### src/rtl/riscv_pkg.sv
// Shared constants for the fetch front end.
package riscv_pkg;
  localparam int          DEF_XLEN       = 32;
  localparam logic [31:0] DEF_RESET_PC   = 32'h0000_0000;
  localparam int          DEF_FIFO_DEPTH = 2;
  // All-zero word decodes as the control bubble in the main decoder
  localparam logic [31:0] BUBBLE_INSTR   = 32'h0000_0000;
endpackage

### src/rtl/fetch_fifo.sv
// Small synchronous FIFO with a clear that wins over push/pop. The head word is
// read combinationally from storage, so a pushed word is visible one edge later.
module fetch_fifo
  import riscv_pkg::*;
#(
  parameter int WIDTH = 64,
  parameter int DEPTH = 2
) (
  input  logic                     clk,
  input  logic                     reset,
  input  logic                     push,
  input  logic [WIDTH-1:0]         pushData,
  input  logic                     pop,
  input  logic                     clear,
  output logic [WIDTH-1:0]         popData,
  output logic                     full,
  output logic                     empty,
  output logic [$clog2(DEPTH):0]   count
);
  localparam int AW = $clog2(DEPTH);
  localparam logic [AW:0] DEPTH_C = (AW+1)'(DEPTH);

  logic [WIDTH-1:0] mem [DEPTH];
  logic [AW-1:0]    wrPtr, rdPtr;
  logic [AW:0]      cnt;
  logic             doPush, doPop;

  assign doPush  = push && !full;
  assign doPop   = pop && !empty;
  assign popData = mem[rdPtr];
  assign full    = (cnt == DEPTH_C);
  assign empty   = (cnt == '0);
  assign count   = cnt;

  // Pointer and occupancy tracking; pointers wrap naturally since DEPTH is a power of 2
  always_ff @(posedge clk or posedge reset) begin
    if (reset) begin
      wrPtr <= '0;
      rdPtr <= '0;
      cnt   <= '0;
    end else if (clear) begin
      wrPtr <= '0;
      rdPtr <= '0;
      cnt   <= '0;
    end else begin
      if (doPush) wrPtr <= wrPtr + 1'b1;
      if (doPop)  rdPtr <= rdPtr + 1'b1;
      case ({doPush, doPop})
        2'b10:   cnt <= cnt + 1'b1;
        2'b01:   cnt <= cnt - 1'b1;
        default: cnt <= cnt;
      endcase
    end
  end

  // Storage needs no reset; occupancy alone says what is valid
  always_ff @(posedge clk) begin
    if (doPush && !clear) mem[wrPtr] <= pushData;
  end
endmodule

### src/rtl/fetch_unit.sv
// Instruction fetch: PC generation, credit-limited imem requests, prefetch
// buffering and the IF/ID register, with redirect flush and stale-response drop.
module fetch_unit
  import riscv_pkg::*;
#(
  parameter int              XLEN       = DEF_XLEN,
  parameter logic [XLEN-1:0] RESET_PC   = XLEN'(DEF_RESET_PC),
  parameter int              FIFO_DEPTH = DEF_FIFO_DEPTH
) (
  input  logic            clk,
  input  logic            reset,
  output logic            imem_req_valid,
  input  logic            imem_req_ready,
  output logic [XLEN-1:0] imem_req_addr,
  input  logic            imem_rsp_valid,
  input  logic [31:0]     imem_rsp_data,
  input  logic            StallD,
  input  logic            PCSrcE,
  input  logic [XLEN-1:0] PCTargetE,
  output logic [31:0]     instrD,
  output logic [XLEN-1:0] PCD,
  output logic [XLEN-1:0] PCPlus4D,
  output logic            validD
);
  localparam int CW = $clog2(FIFO_DEPTH) + 1;
  localparam logic [CW:0] DEPTH_C = (CW+1)'(FIFO_DEPTH);

  typedef struct packed {
    logic [31:0]     instr;
    logic [XLEN-1:0] pc;
  } fetchEntry_t;

  logic [XLEN-1:0] pcF, rspPc;
  logic [CW-1:0]   outstanding, dropCnt, fifoCount;
  logic [CW:0]     inUse;
  logic            reqEn, accept, rspKeep, pop, fifoFull, fifoEmpty;
  fetchEntry_t     pushEntry, popEntry;

  // Outstanding plus buffered words never exceed the FIFO depth, so a
  // response always has a slot waiting for it.
  assign inUse          = {1'b0, outstanding} + {1'b0, fifoCount};
  assign imem_req_valid = reqEn && !PCSrcE && (inUse < DEPTH_C);
  assign imem_req_addr  = pcF;
  assign accept         = imem_req_valid && imem_req_ready;
  assign rspKeep        = imem_rsp_valid && (dropCnt == '0) && !PCSrcE && !fifoFull;
  assign pop            = !PCSrcE && !StallD && !fifoEmpty;
  assign pushEntry      = '{instr: imem_rsp_data, pc: rspPc};

  fetch_fifo #(
    .WIDTH ($bits(fetchEntry_t)),
    .DEPTH (FIFO_DEPTH)
  ) uFifo (
    .clk      (clk),
    .reset    (reset),
    .push     (rspKeep),
    .pushData (pushEntry),
    .pop      (pop),
    .clear    (PCSrcE),
    .popData  (popEntry),
    .full     (fifoFull),
    .empty    (fifoEmpty),
    .count    (fifoCount)
  );

  // PC, response-PC tag counter, in-flight and drop bookkeeping
  always_ff @(posedge clk or posedge reset) begin
    if (reset) begin
      reqEn       <= 1'b0;
      pcF         <= RESET_PC;
      rspPc       <= RESET_PC;
      outstanding <= '0;
      dropCnt     <= '0;
    end else begin
      reqEn <= 1'b1;
      if (PCSrcE) begin
        pcF   <= PCTargetE;
        rspPc <= PCTargetE;
      end else begin
        if (accept)  pcF   <= pcF + XLEN'(4);
        if (rspKeep) rspPc <= rspPc + XLEN'(4);
      end
      case ({accept, imem_rsp_valid})
        2'b10:   outstanding <= outstanding + 1'b1;
        2'b01:   outstanding <= outstanding - 1'b1;
        default: outstanding <= outstanding;
      endcase
      // On redirect every request still in flight after this edge is stale
      if (PCSrcE)
        dropCnt <= outstanding - CW'(imem_rsp_valid);
      else if (imem_rsp_valid && (dropCnt != '0))
        dropCnt <= dropCnt - 1'b1;
    end
  end

  // IF/ID register: flush beats stall beats pop, otherwise insert a bubble
  always_ff @(posedge clk or posedge reset) begin
    if (reset) begin
      instrD   <= BUBBLE_INSTR;
      PCD      <= '0;
      PCPlus4D <= '0;
      validD   <= 1'b0;
    end else if (PCSrcE) begin
      instrD <= BUBBLE_INSTR;
      validD <= 1'b0;
    end else if (StallD) begin
      instrD <= instrD;
      validD <= validD;
    end else if (!fifoEmpty) begin
      instrD   <= popEntry.instr;
      PCD      <= popEntry.pc;
      PCPlus4D <= popEntry.pc + XLEN'(4);
      validD   <= 1'b1;
    end else begin
      instrD <= BUBBLE_INSTR;
      validD <= 1'b0;
    end
  end
endmodule
### config.mk
export PLATFORM = sky130hd
export DESIGN_NAME = fetch_unit
export DESIGN_NICKNAME = d
export VERILOG_FILES = /design/src/rtl/riscv_pkg.sv /design/src/rtl/fetch_fifo.sv /design/src/rtl/fetch_unit.sv
export SDC_FILE = /design/constraint.sdc
export NUM_CORES = 1
export LEC_CHECK = 0
export BUFFER_PORTS_ARGS = -buffer_cell sky130_fd_sc_hd__buf_2
export CORE_MARGIN = 2
export CORE_UTILIZATION = 53
export CTS_BUF_LIST = sky130_fd_sc_hd__clkbuf_8
export DETAILED_ROUTE_END_ITERATION = 16
export HOLD_SLACK_MARGIN = 0.06
export PLACE_DENSITY = 0.78
export SYNTH_ARGS = -nofsm -noshare
export SYNTH_HDL_FRONTEND = slang
export SYNTH_SLANG_ARGS = --single-unit
### constraint.sdc
create_clock -name clk -period 7.07 [get_ports clk]
set_input_delay 0.707 -clock clk [delete_from_list [all_inputs] [get_ports clk]]
set_output_delay 0.707 -clock clk [all_outputs]
set_load 0.01 [all_outputs]
==> summary.md, run 1 <==
The run finished with clean final reports. Summed over all cells, the static leakage comes to 6.290 nW. Number of global-route vias before repair: 9230. The tools report the number of buffers inserted during clock tree synthesis as 46. The worst setup path is of the flip-flop to flip-flop kind. For the number of sinks on the clock net, the log shows 296. The top-level I/O count came out at 200. The final hold slack was 0.3364 ns; the post-CTS setup buffer count was 0.

The number of antenna violations at the first check in global routing is 0, and the top fanout value on the critical path is 56. The tools report the largest net degree at the start of global routing as 98. The run gives 2162 um as the routed wire length on met3. After detailed routing, the number of vias per cell comes to 5.658. In the final routed layout, each cell accounts on average for 17.87 um. The tightest min-delay check is of the input port to flip-flop type.

The remaining routing DRC violations was 0. In this run the critical register-to-register path is launched from uFifo.rdPtr. The worst-case headroom to the max-slew limit is 0.2823, and the path length in cells of the critical path is 6.

Share of the yosys chip area belonging to registers: 0.6246. The overall global routing resource usage was 0.2325. Post-CTS repair changed the size of 0 cells. For the site row count, the log shows 57. The initial core utilization is 0.5345, and the slew at the pin with the worst max-slew slack is 1.073 ns.

The synthesized net count was 1170. The largest individual stage delay along the critical path comes from the cell dfrtp_4. The final route contains 9370 vias.

In the final routing, the length of wire on met1 measures 13010 um. The Yosys step of the flow raised 0 warnings. The last element of the critical path is PCPlus4D[23]. The cell area power density is 305.9 nW/um2, and the count of unique library cells instantiated by Yosys is 62.

The logs give 0.01806 ns for the maximum clock skew at final layout and 3 for the maximum number of buffers from clock root to sink. Number of cells produced by synthesis: 1093. Final period utilization: 0.4846. After detailed routing, no signal wire sits above met4. In this run the cell area measured after placement is 14150 um2.

Hold repair after CTS inserted 0 buffers. The tools report the endpoint of the worst register-to-register path as PCPlus4D[23]. The minimum period implied by the final worst setup slack is 3.426 ns, and the fraction of layout instances using a drive strength above 1 is 0.2170.

For the summed negative setup slack over all endpoints, the log shows 0 ns. The floorplan step set the die width to 159.9 um. At the placement stage, the worst setup path has a slack of 3.556 ns.

After floorplanning, the core was sized to cover 24110 um2. After layout, the worst setup slack is 3.644 ns. Data on the critical path arrives at its endpoint at 3.92 ns.

Summing all non-filler instances in the final layout gives an area of 15000 um2. Counting flops with a built-in enable in the synthesized netlist gives 128. The count of maximum capacitance violations was 0. The routed design has 29590 um of wire.

The number of cells on the worst reg-to-reg path is 6. The largest single stage delay on the critical path is 0.83 ns. The area added between synthesis and finish was 16.38%. In this run the worst setup path begins at uFifo.rdPtr. The die extent in y came out at 159.9 um. STA puts the critical path data required time at 7.56 ns. Setup violations remaining at the end of the flow were counted as 0. The number of inserted diodes was 0; the first-pass GRT wire length was 47960 um. The final max-slew violation count was 0.

The HPWL after detailed placement is 20080 um. The count of buffer and inverter cells on the critical path works out to 1. The synthesized design contains 296 register bits. The run gives 0 as the remaining global-route overflow. In this run the cell area of the synthesized design comes to 12880 um2. Dividing the synthesized area by the synthesized cell count gives 11.79 um2.

The count of final hold-check violations was 0. IR analysis of the VDD net gives a maximum drop of 0.0001431 V. The dominant synthesized flop cell is dfrtp_1. The timing-limited maximum frequency is 291.9 MHz, and the final core utilization is 0.6221.

Setup repair after global routing left no endpoint under its margin. The worst setup path is captured at a flip-flop. After the last flow step, the layout net total stands at 1371.

TritonCTS built the clock tree. CTS placed an instance of clkbuf_8 at the clock tree root. The H-tree was split into 2 levels.

The cell family contributing the most delay on the critical path is simple AND/OR/NAND/NOR gates. Fill cells in the final layout number 1963. The detailed router finished its first iteration with 769 violations.

Summed over all nets, wire length on met2 after detailed routing comes to 13880 um. The insertion delay of the later-clocked pin in the worst-skew pair was 0.56 ns. Routability-driven placement finished with a final weighted congestion of 0.8809. During placement, the flow inserted port buffers numbering 199. Walking the worst path, the cells encountered are buf_4 > and3_1 > o22a_1 > nand4_1 > or4_1 > nand3_1. The count of nets left with antenna violations once routing finished came out at 0. The number of iterations in the first detailed-routing pass was 5. The floorplan step defined a die boundary enclosing 25570 um2. For flop-to-flop paths, the worst setup slack is 3.64 ns. The fraction of registers with async set/reset came out at 0.5676. After clock tree synthesis, the clock-pin slew on the worst setup and hold paths is 0.06 ns.

STA classifies the critical path startpoint as a flip-flop.
==> cells in the mapped netlist (10+ instances only) <==
library cell  count  area [um2]
a21oi_1          15       75.07
edfxtp_1        128        3844
a31oi_1          11       68.82
nand3b_1         11       82.58
clkbuf_1         39       146.4
nand3_1          47       235.2
inv_1            16       60.06
mux2i_1          58       580.6
dfrtp_1         168        4204
mux2_2           10       112.6
nor2_1           28       105.1
and2_1           10       62.56
nand2_1         164       615.6
o21ai_1          34       170.2
and3_1           22       137.6
o211ai_1         16       120.1
nor4_1           10       62.56
o21ai_0          86       430.4
nand4_1          34       212.7
xnor2_1          16       140.1
xor2_1           38       332.8
==> routing by layer <==
layer	vias up	global-route usage
met2	403	0.3739
met3	52	0.04260
li1	4430	-
met5	-	0
met4	0	0.06429
met1	4485	0.3290
==> per-stage QoR <==
stage,power [mW],std cells
CTS,4.620,1656
floorplan,2.909,1093
global placement,3.277,1570
detailed placement,3.322,1570
finish,4.587,1656
global route,4.831,1656
==> how the worst min path moves through the flow <==
stage	from	endpoint	cells after the start
6_report	imem_rsp_data[5]	uFifo.mem[1][37]	1
5_1_grt	imem_rsp_data[14]	uFifo.mem[1][46]	1
4_1_cts	imem_rsp_data[14]	uFifo.mem[1][46]	1
3_5_place_dp	rspPc[0]	uFifo.mem[1][0]	0
3_3_place_gp	rspPc[1]	uFifo.mem[0][1]	0
2_1_floorplan	rspPc[0]	uFifo.mem[0][0]	0
==> worst reg2reg max path, cell delays in order, from the launching register on <==
cell	delay (ns)
dfrtp_4	0.83
buf_4	0.78
and3_1	0.33
o22a_1	0.23
nand4_1	0.42
or4_1	0.67
nand3_1	0.10
==> report_power, final <==
group          internal, mW  switching, mW
registers              2.11          0.235
clock network         0.649          0.651
logic                 0.392          0.546
total                  3.15           1.43
==> state kept, by name (all words and copies together), names as in the netlist <==
signal / cells
PCD: 32
PCPlus4D: 30
dropCnt: 2
imem_req_addr: 32
instrD: 32
outstanding: 2
reqEn: 1
rspPc: 32
uFifo.count: 2
uFifo.mem: 128
uFifo.rdPtr: 1
uFifo.wrPtr: 1
validD: 1
==> placed cells by master (no fill, tap or decap), types with 3 or more instances in the layout <==
cell type,n
nand4b_1,3
and3b_1,5
nand3b_1,11
and2_1,10
mux2i_1,58
and4_1,4
a22oi_1,6
nor2_1,28
xnor2_1,16
a31oi_1,11
o311ai_1,4
o21ai_1,33
nand2b_1,4
dfrtp_1,167
o31a_1,5
mux2_1,4
buf_4,10
o311ai_0,9
o21ai_0,86
o31ai_1,9
nand4_1,34
and3_1,21
nand3_1,47
a21o_1,9
inv_1,30
or3_1,3
clkinv_1,12
edfxtp_1,128
nor3_1,6
a21oi_1,15
clkbuf_8,49
nand2_1,164
nor4_1,9
mux2_2,10
ha_1,6
xor2_1,38
or4_1,7
buf_2,199
clkinv_2,7
o211ai_1,16
==> logic make-up (layout without fill, tap and decap cells) <==
logic type      count (synthesis)  count (layout)  synth area share
compound gates                222             222            0.1057
xor+xnor                       54              54           0.03671
fa+ha+maj                       7               7          0.007380
buf+inv                        73             312           0.02457
flops                         296             296            0.6246
mux                            72              72           0.05729
other cells                     1               1         0.0002910
simple gates                  368             368            0.1435
==> layout make-up <==
cell class | count | area, um2 | area share
Clock buffer | 49 | 674.4 | 0.04497
Multi-Input combinational cell | 724 | 4557 | 0.3039
Tap cell | 324 | 405.4 | 0.02703
Clock inverter | 37 | 167.7 | 0.01118
Inverter | 17 | 68.82 | 0.004589
Sequential cell | 296 | 8051 | 0.5369
Timing Repair Buffer | 209 | 1071 | 0.07142
Power figures use the tool's default switching activity.
==> run 2, diff against run 1 <==
- ABC_AREA: unset -> 1
- CORE_UTILIZATION: 53 -> 55
- PLACE_DENSITY: 0.78 -> 0.77
- clock period: 7.07 -> 3.2 ns (I/O delays scaled with it)
==> run 2 against run 1 <==
  * Count of clock-buffer cells in the layout is 6 higher
  * Design area is 8.5% higher
  * Final cell count increased by 24%
  * Maximum frequency is 33% higher
  * Clock power grew 150%
  * Sequential power increased by 130%
  * Utilization grew 5.1 points
  * Largest power group unchanged
==> summary.md, run 2 <==
Number of iterations in the first detailed-routing pass: 5 (unchanged). Worst setup slack for register-to-register paths: 0.62 ns (-3.02 ns). The final-layout fill cell count was 1898 (-3.3%); the number of sinks on the clock net was 296 (unchanged). The count of maximum capacitance violations came out at 0 (unchanged). Walking the worst path, the cells encountered are nand2_1 > inv_1 > fa_1 > nor2_1 > nand3_1 > nor2_1 > buf_4 > nor2_1 > buf_4 > inv_1 > o21ai_0 > inv_1 > nand2_1.

The run gives 13430 um2 (+4.2%) as the mapped cell area. The worst setup path is of the flip-flop to flip-flop kind. The number of non-filler instances in the completed layout is 2048 (+24%). Final estimated routing congestion in global placement: 0.8974 (+1.9%). TritonCTS built the clock tree. The number of cells on the worst reg-to-reg path came out at 13 (+7).

The register ranked first by flip-flop count is uFifo.mem. The number of global-route vias before repair is 10489 (+14%). For the total placed instance area, the log shows 14760 um2 (+4.3%). Area inside the core boundary: 24180 um2 (+0.30%).

The insertion delay of the later-clocked pin in the worst-skew pair is 0.56 ns (about the same). Sorting the synthesized cells by area gives the leading types as dfrtp_1 31%, edfxtp_1 29%, nand2_1 12%, nand3_1 4.8%, nor2_1 3.5%. The fraction of the mapped netlist area in adder cells is 0.007080 (-0.0003004), and the starting DRC count in detailed routing is 906 (+18%).

The tools report the post-CTS setup buffer count as 0 (unchanged). The final hold slack is 0.07689 ns (-0.2595 ns), and the count of final hold-check violations is 0 (unchanged). The maximum vdd ir drop was 0.0003847 V (+170%). Summed over all instances, the cell type with the most area after synthesis is dfrtp_1. The initial core utilization was 0.5556 (+0.02104); the largest net degree at the start of global routing was 104 (+6.1%). Leaving out fill and tap cells, the most frequent cells in the layout are 434 x nand2_1, 199 x buf_2, 167 x dfrtp_1. The number of flip-flops under the largest register name came out at 128 (unchanged). Launch instance of the worst register-to-register path: outstanding[0]. The number of stages on the worst hold path is 3 (+2). The clock transition time at the flip-flop clock pins of the worst setup and hold paths is 0.06 ns (about the same), and the overall global routing resource usage is 0.2517 (+0.01919). The timing-limited maximum frequency is 388.3 MHz (+33%), and the top fanout value on the critical path is 21 (-63%). The data arrival time of the critical path was 3.02 ns (-0.90 ns); the final net count was 1762 (+29%). The area share of the largest cell type after synthesis was 0.3130 (-0.01328). The HPWL after detailed placement is 22260 um (+11%), and the total setup violations reported at the end of the flow is 0 (unchanged). Quantity of I/O buffers inserted on ports: 199 (unchanged).

The cell area power density is 716.7 nW/um2 (+130%). Setup repair after global routing left no endpoint under its margin. The maximum clock skew at final layout came out at 0.01957 ns (+0.001503 ns). By count the netlist is led by 434 x nand2_1, 168 x dfrtp_1, 128 x edfxtp_1, 128 x nand3_1, 125 x nor2_1. The tree is rooted in a clkbuf_8. The remaining routing DRC violations is 0 (unchanged), and the number of H-tree branching levels is 2 (unchanged). The most common cell after layout, fill and taps aside is nand2_1. Total of flip-flops plus latches after synthesis: 296 (unchanged). The tools report the endpoint of the worst register-to-register path as imem_req_addr[25]. The warning count from the yosys run is 0 (unchanged). The number of enable flip-flop cells after synthesis was 128 (unchanged); the leakage power figure was 7.295 nW (+16%).

The count of buffer and inverter cells on the critical path works out to 5 (+4). For hold timing, the worst endpoint is rspPc[27]. The area of the die is 25690 um2 (+0.44%), and the minimum period implied by the final worst setup slack is 2.575 ns (-0.8509 ns). The simple-gate area share of the yosys netlist was 0.2334 (+0.08992); the die extent in x was 160.3 um (+0.22%). Wire length per cell: 15.79 um (-12%). STA classifies the critical path startpoint as a flip-flop. The kind of cell with the highest combined delay along the critical path is buffers and inverters. The top-level I/O count is 200 (unchanged). The die extent in y was 160.3 um (+0.22%). The site row count is 57 (unchanged). For this run, the leading register cell type out of synthesis is dfrtp_1. The xor-xnor portion of the synthesized cell area is 0.02673 (-0.009971). The first-pass GRT wire length came out at 52150 um (+8.7%). The number of cells produced by synthesis was 1418 (+30%); the average instance area after synthesis was 9.472 um2 (-20%). The post-cts gate resize count was 0 (unchanged); the fraction of registers with async set/reset was 0.5676 (unchanged).

Final antenna-violating net count: 0 (unchanged). The final core utilization is 0.6729 (+0.05080), and the number of inserted diodes is 0 (unchanged). The final period utilization is 0.8048 (+0.3202).

The startpoint identified for the worst hold timing path is PCTargetE[27]. The run gives 0.5535 (+0.2712) as the worst-case headroom to the max-slew limit. After synthesis, the largest family of logic cells by area is simple AND/OR/NAND/NOR gates. The count of unique library cells instantiated by Yosys is 41 (-34%). The remaining global-route overflow was 0 (unchanged).

The average vias per placed instance is 5.345 (-5.5%), and the number of hold buffers added after CTS is 54 (+54). The area added between synthesis and finish works out to 21.12%. The run gives 10946 (+17%) as the vias after detailed routing. The flow ran to the end, and the final reports show no timing, DRC or antenna violations.

The highest cell delay on the worst timing path is 0.43 ns (-0.40 ns). nand2_1 is the most common cell in the netlist. The slowest stage of the critical path belongs to the cell dfrtp_1. The final non-filler cell area is 16270 um2 (+8.5%). Required time of the critical path: 3.64 ns (-3.92 ns). The slew at the pin with the worst max-slew slack works out to 0.6690 ns (-0.4036 ns). The fraction of layout instances using a drive strength above 1 was 0.1885 (-0.02845); the maximum number of buffers from clock root to sink was 3 (unchanged). The path class of the tightest hold or removal check is input port to flip-flop. The area fraction in compound gates after synthesis is 0.06074 (-0.04492). The synthesized net count is 1495 (+28%). The post-synthesis mux area share was 0.02385 (-0.03345); the final max-slew violation count was 0 (unchanged). The number of antenna violations at the first check in global routing came out at 0 (unchanged). Number of buffers inserted during clock tree synthesis: 48 (+4.3%). The worst setup path is captured at a flip-flop. The share of the yosys chip area belonging to registers was 0.5992 (-0.02543); the number of cells after detailed placement was 1905 (+21%). Total wirelength of the detailed-routed design: 32350 um (+9.3%).
[run 2: kinds of logic after synthesis]
logic type,after synthesis
and+or+nand+nor,748
muxes,32
buffers and inverters,155
DFF,296
AOI/OAI and AO/OA,138
xor gates and xnor gates,41
adders and majority gates,7
other,1
[run 2: worst max-delay path by stage]
stage                               from                end  slack [ns]  cells after the start
after floorplan               dropCnt[0]    uFifo.mem[0][0]       -0.08                      7
after global placement    outstanding[0]  imem_req_addr[25]        0.72                     13
after detailed placement  outstanding[0]  imem_req_addr[21]        0.61                     13
after CTS                 outstanding[0]  imem_req_addr[21]        0.60                     13
after global routing      outstanding[0]  imem_req_addr[21]        0.33                     13
final                     outstanding[0]  imem_req_addr[25]        0.62                     13
[run 2: cell type report]
type                            instances  area, um2  area share
Clock buffer                           55      757.0     0.04653
Clock inverter                         34      209.0     0.01284
Inverter                              102      387.9     0.02384
Multi-Input combinational cell        967       4746      0.2917
Sequential cell                       296       8049      0.4948
Tap cell                              324      405.4     0.02492
Timing Repair Buffer                  270       1714      0.1054
[run 2: layer usage]
layer  global-route usage  vias to the layer above  share of wire  wire length, um
met5                    0                        -              0                0
met4              0.07289                        0          0.023              728
met3              0.04623                       59          0.076             2458
met2               0.4134                      468           0.47            15200
met1               0.3466                     5174           0.43            13960
li1                     -                     5245              -                -
[run 2: tightest hold or removal path: stages]
cell,delay [ns]
buf_2,0.08
nand2_1,0.09
nand3_1,0.10
[run 2: per-stage QoR]
step / power [mW] / setup WS, ns / TNS, ns
6_report: 11.66 / 0.6246 / 0
5_1_grt: 12.35 / 0.3300 / 0
3_5_place_dp: 8.419 / 0.6064 / 0
2_1_floorplan: 7.285 / -0.08450 / -9.937
3_3_place_gp: 8.294 / 0.7182 / 0
4_1_cts: 11.70 / 0.5963 / 0
[run 2: where the power goes]
part	switching (mW)	leakage [nW]	internal (mW)	total, mW
registers	0.590	3.25	4.75	5.34
logic	1.91	3.49	1.17	3.08
clock network	1.49	0.560	1.75	3.24
==> run 3, diff against run 2 <==
- clock period: 3.2 -> 2.64 ns (I/O delays scaled with it)
==> run 3 against run 2 <==
  * Sequential power grew 21%
  * Design area grew 0.23%
  * Non-clock buffer count grew 12
  * First-iteration DRC count shrank 19%
  * Maximum frequency grew 13%
  * Critical path type unchanged
==> summary.md, run 3 (same netlist as run 2, synthesis figures left out) <==
The clock transition time at the flip-flop clock pins of the worst setup and hold paths came out at 0.06 ns (about the same). The register ranked first by flip-flop count is uFifo.mem. The quantity of I/O buffers inserted on ports came out at 199 (unchanged). The maximum clock skew at final layout is 0.03006 ns (+0.01050 ns). The total setup violations reported at the end of the flow was 0 (unchanged); the fraction of layout instances using a drive strength above 1 was 0.1857 (-0.002859). The cell area power density was 848.0 nW/um2 (+18%); the worst setup slack for register-to-register paths was 0.36 ns (-0.27 ns). The final-layout fill cell count came out at 1884 (-0.74%). Remaining global-route overflow: 0 (unchanged). The number of flip-flops under the largest register name is 128 (unchanged), and the number of stages on the worst hold path is 3 (unchanged). The run gives 3 (unchanged) as the maximum number of buffers from clock root to sink. Count of maximum capacitance violations: 0 (unchanged).

The final core utilization was 0.6744 (+0.001552); the minimum period implied by the final worst setup slack was 2.284 ns (-0.2918 ns). The run gives 200 (unchanged) as the top-level I/O count. Worst min-delay path category: input port to flip-flop. The final period utilization was 0.8650 (+0.06019); the final max-slew violation count was 0 (unchanged).

The total design power came out at 13.83 mW (+19%). The number of H-tree branching levels was 2 (unchanged); the timing-limited maximum frequency was 437.9 MHz (+13%). Insertion delay of the later-clocked pin in the worst-skew pair: 0.56 ns (about the same). The number of global-route vias before repair was 10741 (+2.4%); the number of non-filler instances in the completed layout was 2053 (+0.24%). The area growth from synthesis to layout is 21.40%. The run finished with clean final reports. The kind of end point of the critical path is a flip-flop. STA classifies the critical path startpoint as a flip-flop. The tools report the number of sinks on the clock net as 296 (unchanged). The average vias per placed instance is 5.335 (-0.19%). Setup repair after global routing left no endpoint under its margin. The number of iterations in the first detailed-routing pass is 5 (unchanged). The run gives 57 (unchanged) as the site row count. The remaining routing DRC violations was 0 (unchanged); the vias after detailed routing was 10952 (+0.055%). For the count of final hold-check violations, the log shows 0 (unchanged). TritonCTS built the clock tree. The leakage power figure came out at 7.324 nW (+0.40%).

The tools report the starting DRC count in detailed routing as 736 (-19%). The final estimated routing congestion in global placement came out at 0.9343 (+4.1%). The library cell used most frequently in the layout, excluding fill and tap cells, is nand2_1.

The HPWL after detailed placement is 22210 um (-0.23%), and the final net count is 1772 (+0.57%). The total area of multi-input combinational cells is 4746 um2 (unchanged). The largest net degree at the start of global routing came out at 78 (-25%). The required time of the critical path is 3.08 ns (-0.56 ns).

The number of cells on the worst reg-to-reg path was 11 (-2). The summed negative setup slack over all endpoints came out at 0 ns (unchanged). The run gives 2.72 ns (-0.30 ns) as the data arrival time of the critical path. The run gives 14820 um2 (+0.42%) as the total placed instance area. Total wirelength of the detailed-routed design: 32730 um (+1.2%).

Wire length per cell: 15.94 um (+0.93%). The post-CTS setup buffer count was 0 (unchanged); the final antenna-violating net count was 0 (unchanged). The tools report the number of antenna violations at the first check in global routing as 0 (unchanged). The slew at the pin with the worst max-slew slack is 0.6289 ns (-0.04016 ns), and the area inside the core boundary is 24180 um2 (unchanged).

The number of buffers inserted during clock tree synthesis was 46 (-4.2%); the final non-filler cell area was 16310 um2 (+0.23%). The top fanout value on the critical path was 5 (-76%). Leaving out fill and tap cells, the most frequent cells in the layout are 434 x nand2_1, 199 x buf_2, 167 x dfrtp_1.

The area of the die is 25690 um2 (unchanged). Class of the most critical setup path: flip-flop to flip-flop. The worst-case headroom to the max-slew limit was 0.5803 (+0.02680); the overall global routing resource usage was 0.2588 (+0.007112). The die extent in x was 160.3 um (unchanged). The root buffer cell was clkbuf_8.

The maximum vdd ir drop was 0.0004650 V (+21%); the die extent in y was 160.3 um (unchanged). The number of inserted diodes was 0 (unchanged). The run gives 1910 (+0.26%) as the number of cells after detailed placement. The tools report the first-pass GRT wire length as 53340 um (+2.3%). The logs give 8049 um2 (unchanged) for the sequential standard cell area and 0.5556 (unchanged) for the initial core utilization.
==> run 3: cell types whose count changed in the layout (fill, tap and decap cells not counted), sizes merged <==
cell / change
buf: +5
clkinv: -8
bufinv: -2
dlygate4sd3: +7
clkbuf: -1
inv: +4
==> run 3: timing repair <==
| item | in CTS | in global routing |
|---|---|---|
| hold endpoints to repair | 128 | 0 |
| setup endpoints to repair | 0 | 0 |
| hold buffers | 61 | 0 |
| gates resized for setup | 0 | 0 |
==> run 3: stage by stage <==
step | hold WS, ns | setup WS, ns
2_1_floorplan | 0.3629 | -0.6445
3_3_place_gp | 0.3306 | 0.4714
3_5_place_dp | 0.3288 | 0.3629
4_1_cts | 0.06085 | 0.3446
5_1_grt | 0.1068 | 0.1350
6_report | 0.09451 | 0.3564
==> run 3: report_power, final <==
| part | internal [mW] | switching [mW] | total, mW |
|---|---|---|---|
| Clock | 1.86 | 1.71 | 3.57 |
| Combinational | 1.45 | 2.34 | 3.80 |
| Sequential | 5.76 | 0.704 | 6.46 |
==> run 3: layer usage <==
| metal | part of all wire | wire (um) | track usage |
|---|---|---|---|
| met1 | 0.43 | 14070 | 0.3547 |
| met2 | 0.47 | 15510 | 0.4262 |
| met3 | 0.067 | 2181 | 0.03922 |
| met4 | 0.030 | 966 | 0.09009 |
| met5 | 0 | 0 | 0 |
==> run 3: worst paths after layout <==
check                          startpoint              to
max                        outstanding[0]  outstanding[1]
min                                PCSrcE        rspPc[1]
max reg2reg                outstanding[0]  outstanding[1]
min reg2reg                       PCD[20]         PCD[20]
max in group asynchronous           reset       rspPc[26]
min in group asynchronous           reset      instrD[15]
==> run 3: area by class of cell <==
type                       instances  share of cell area
sequential                       296              0.4936
multi-input combinational        967              0.2911
clock inverter                    28            0.007827
timing repair buffer             282              0.1133
clock buffer                      54             0.04558
tap                              324             0.02486
inverter                         102             0.02379
==> run 3: critical path, cell delays in order, from the launching register on <==
cell	delay (ns)
dfrtp_1	0.42
nand2_1	0.10
inv_1	0.06
fa_1	0.43
nor2_1	0.10
nand3_1	0.10
nor2_1	0.22
inv_2	0.06
ha_1	0.30
a21oi_1	0.12
o21ai_0	0.11
xnor2_1	0.14
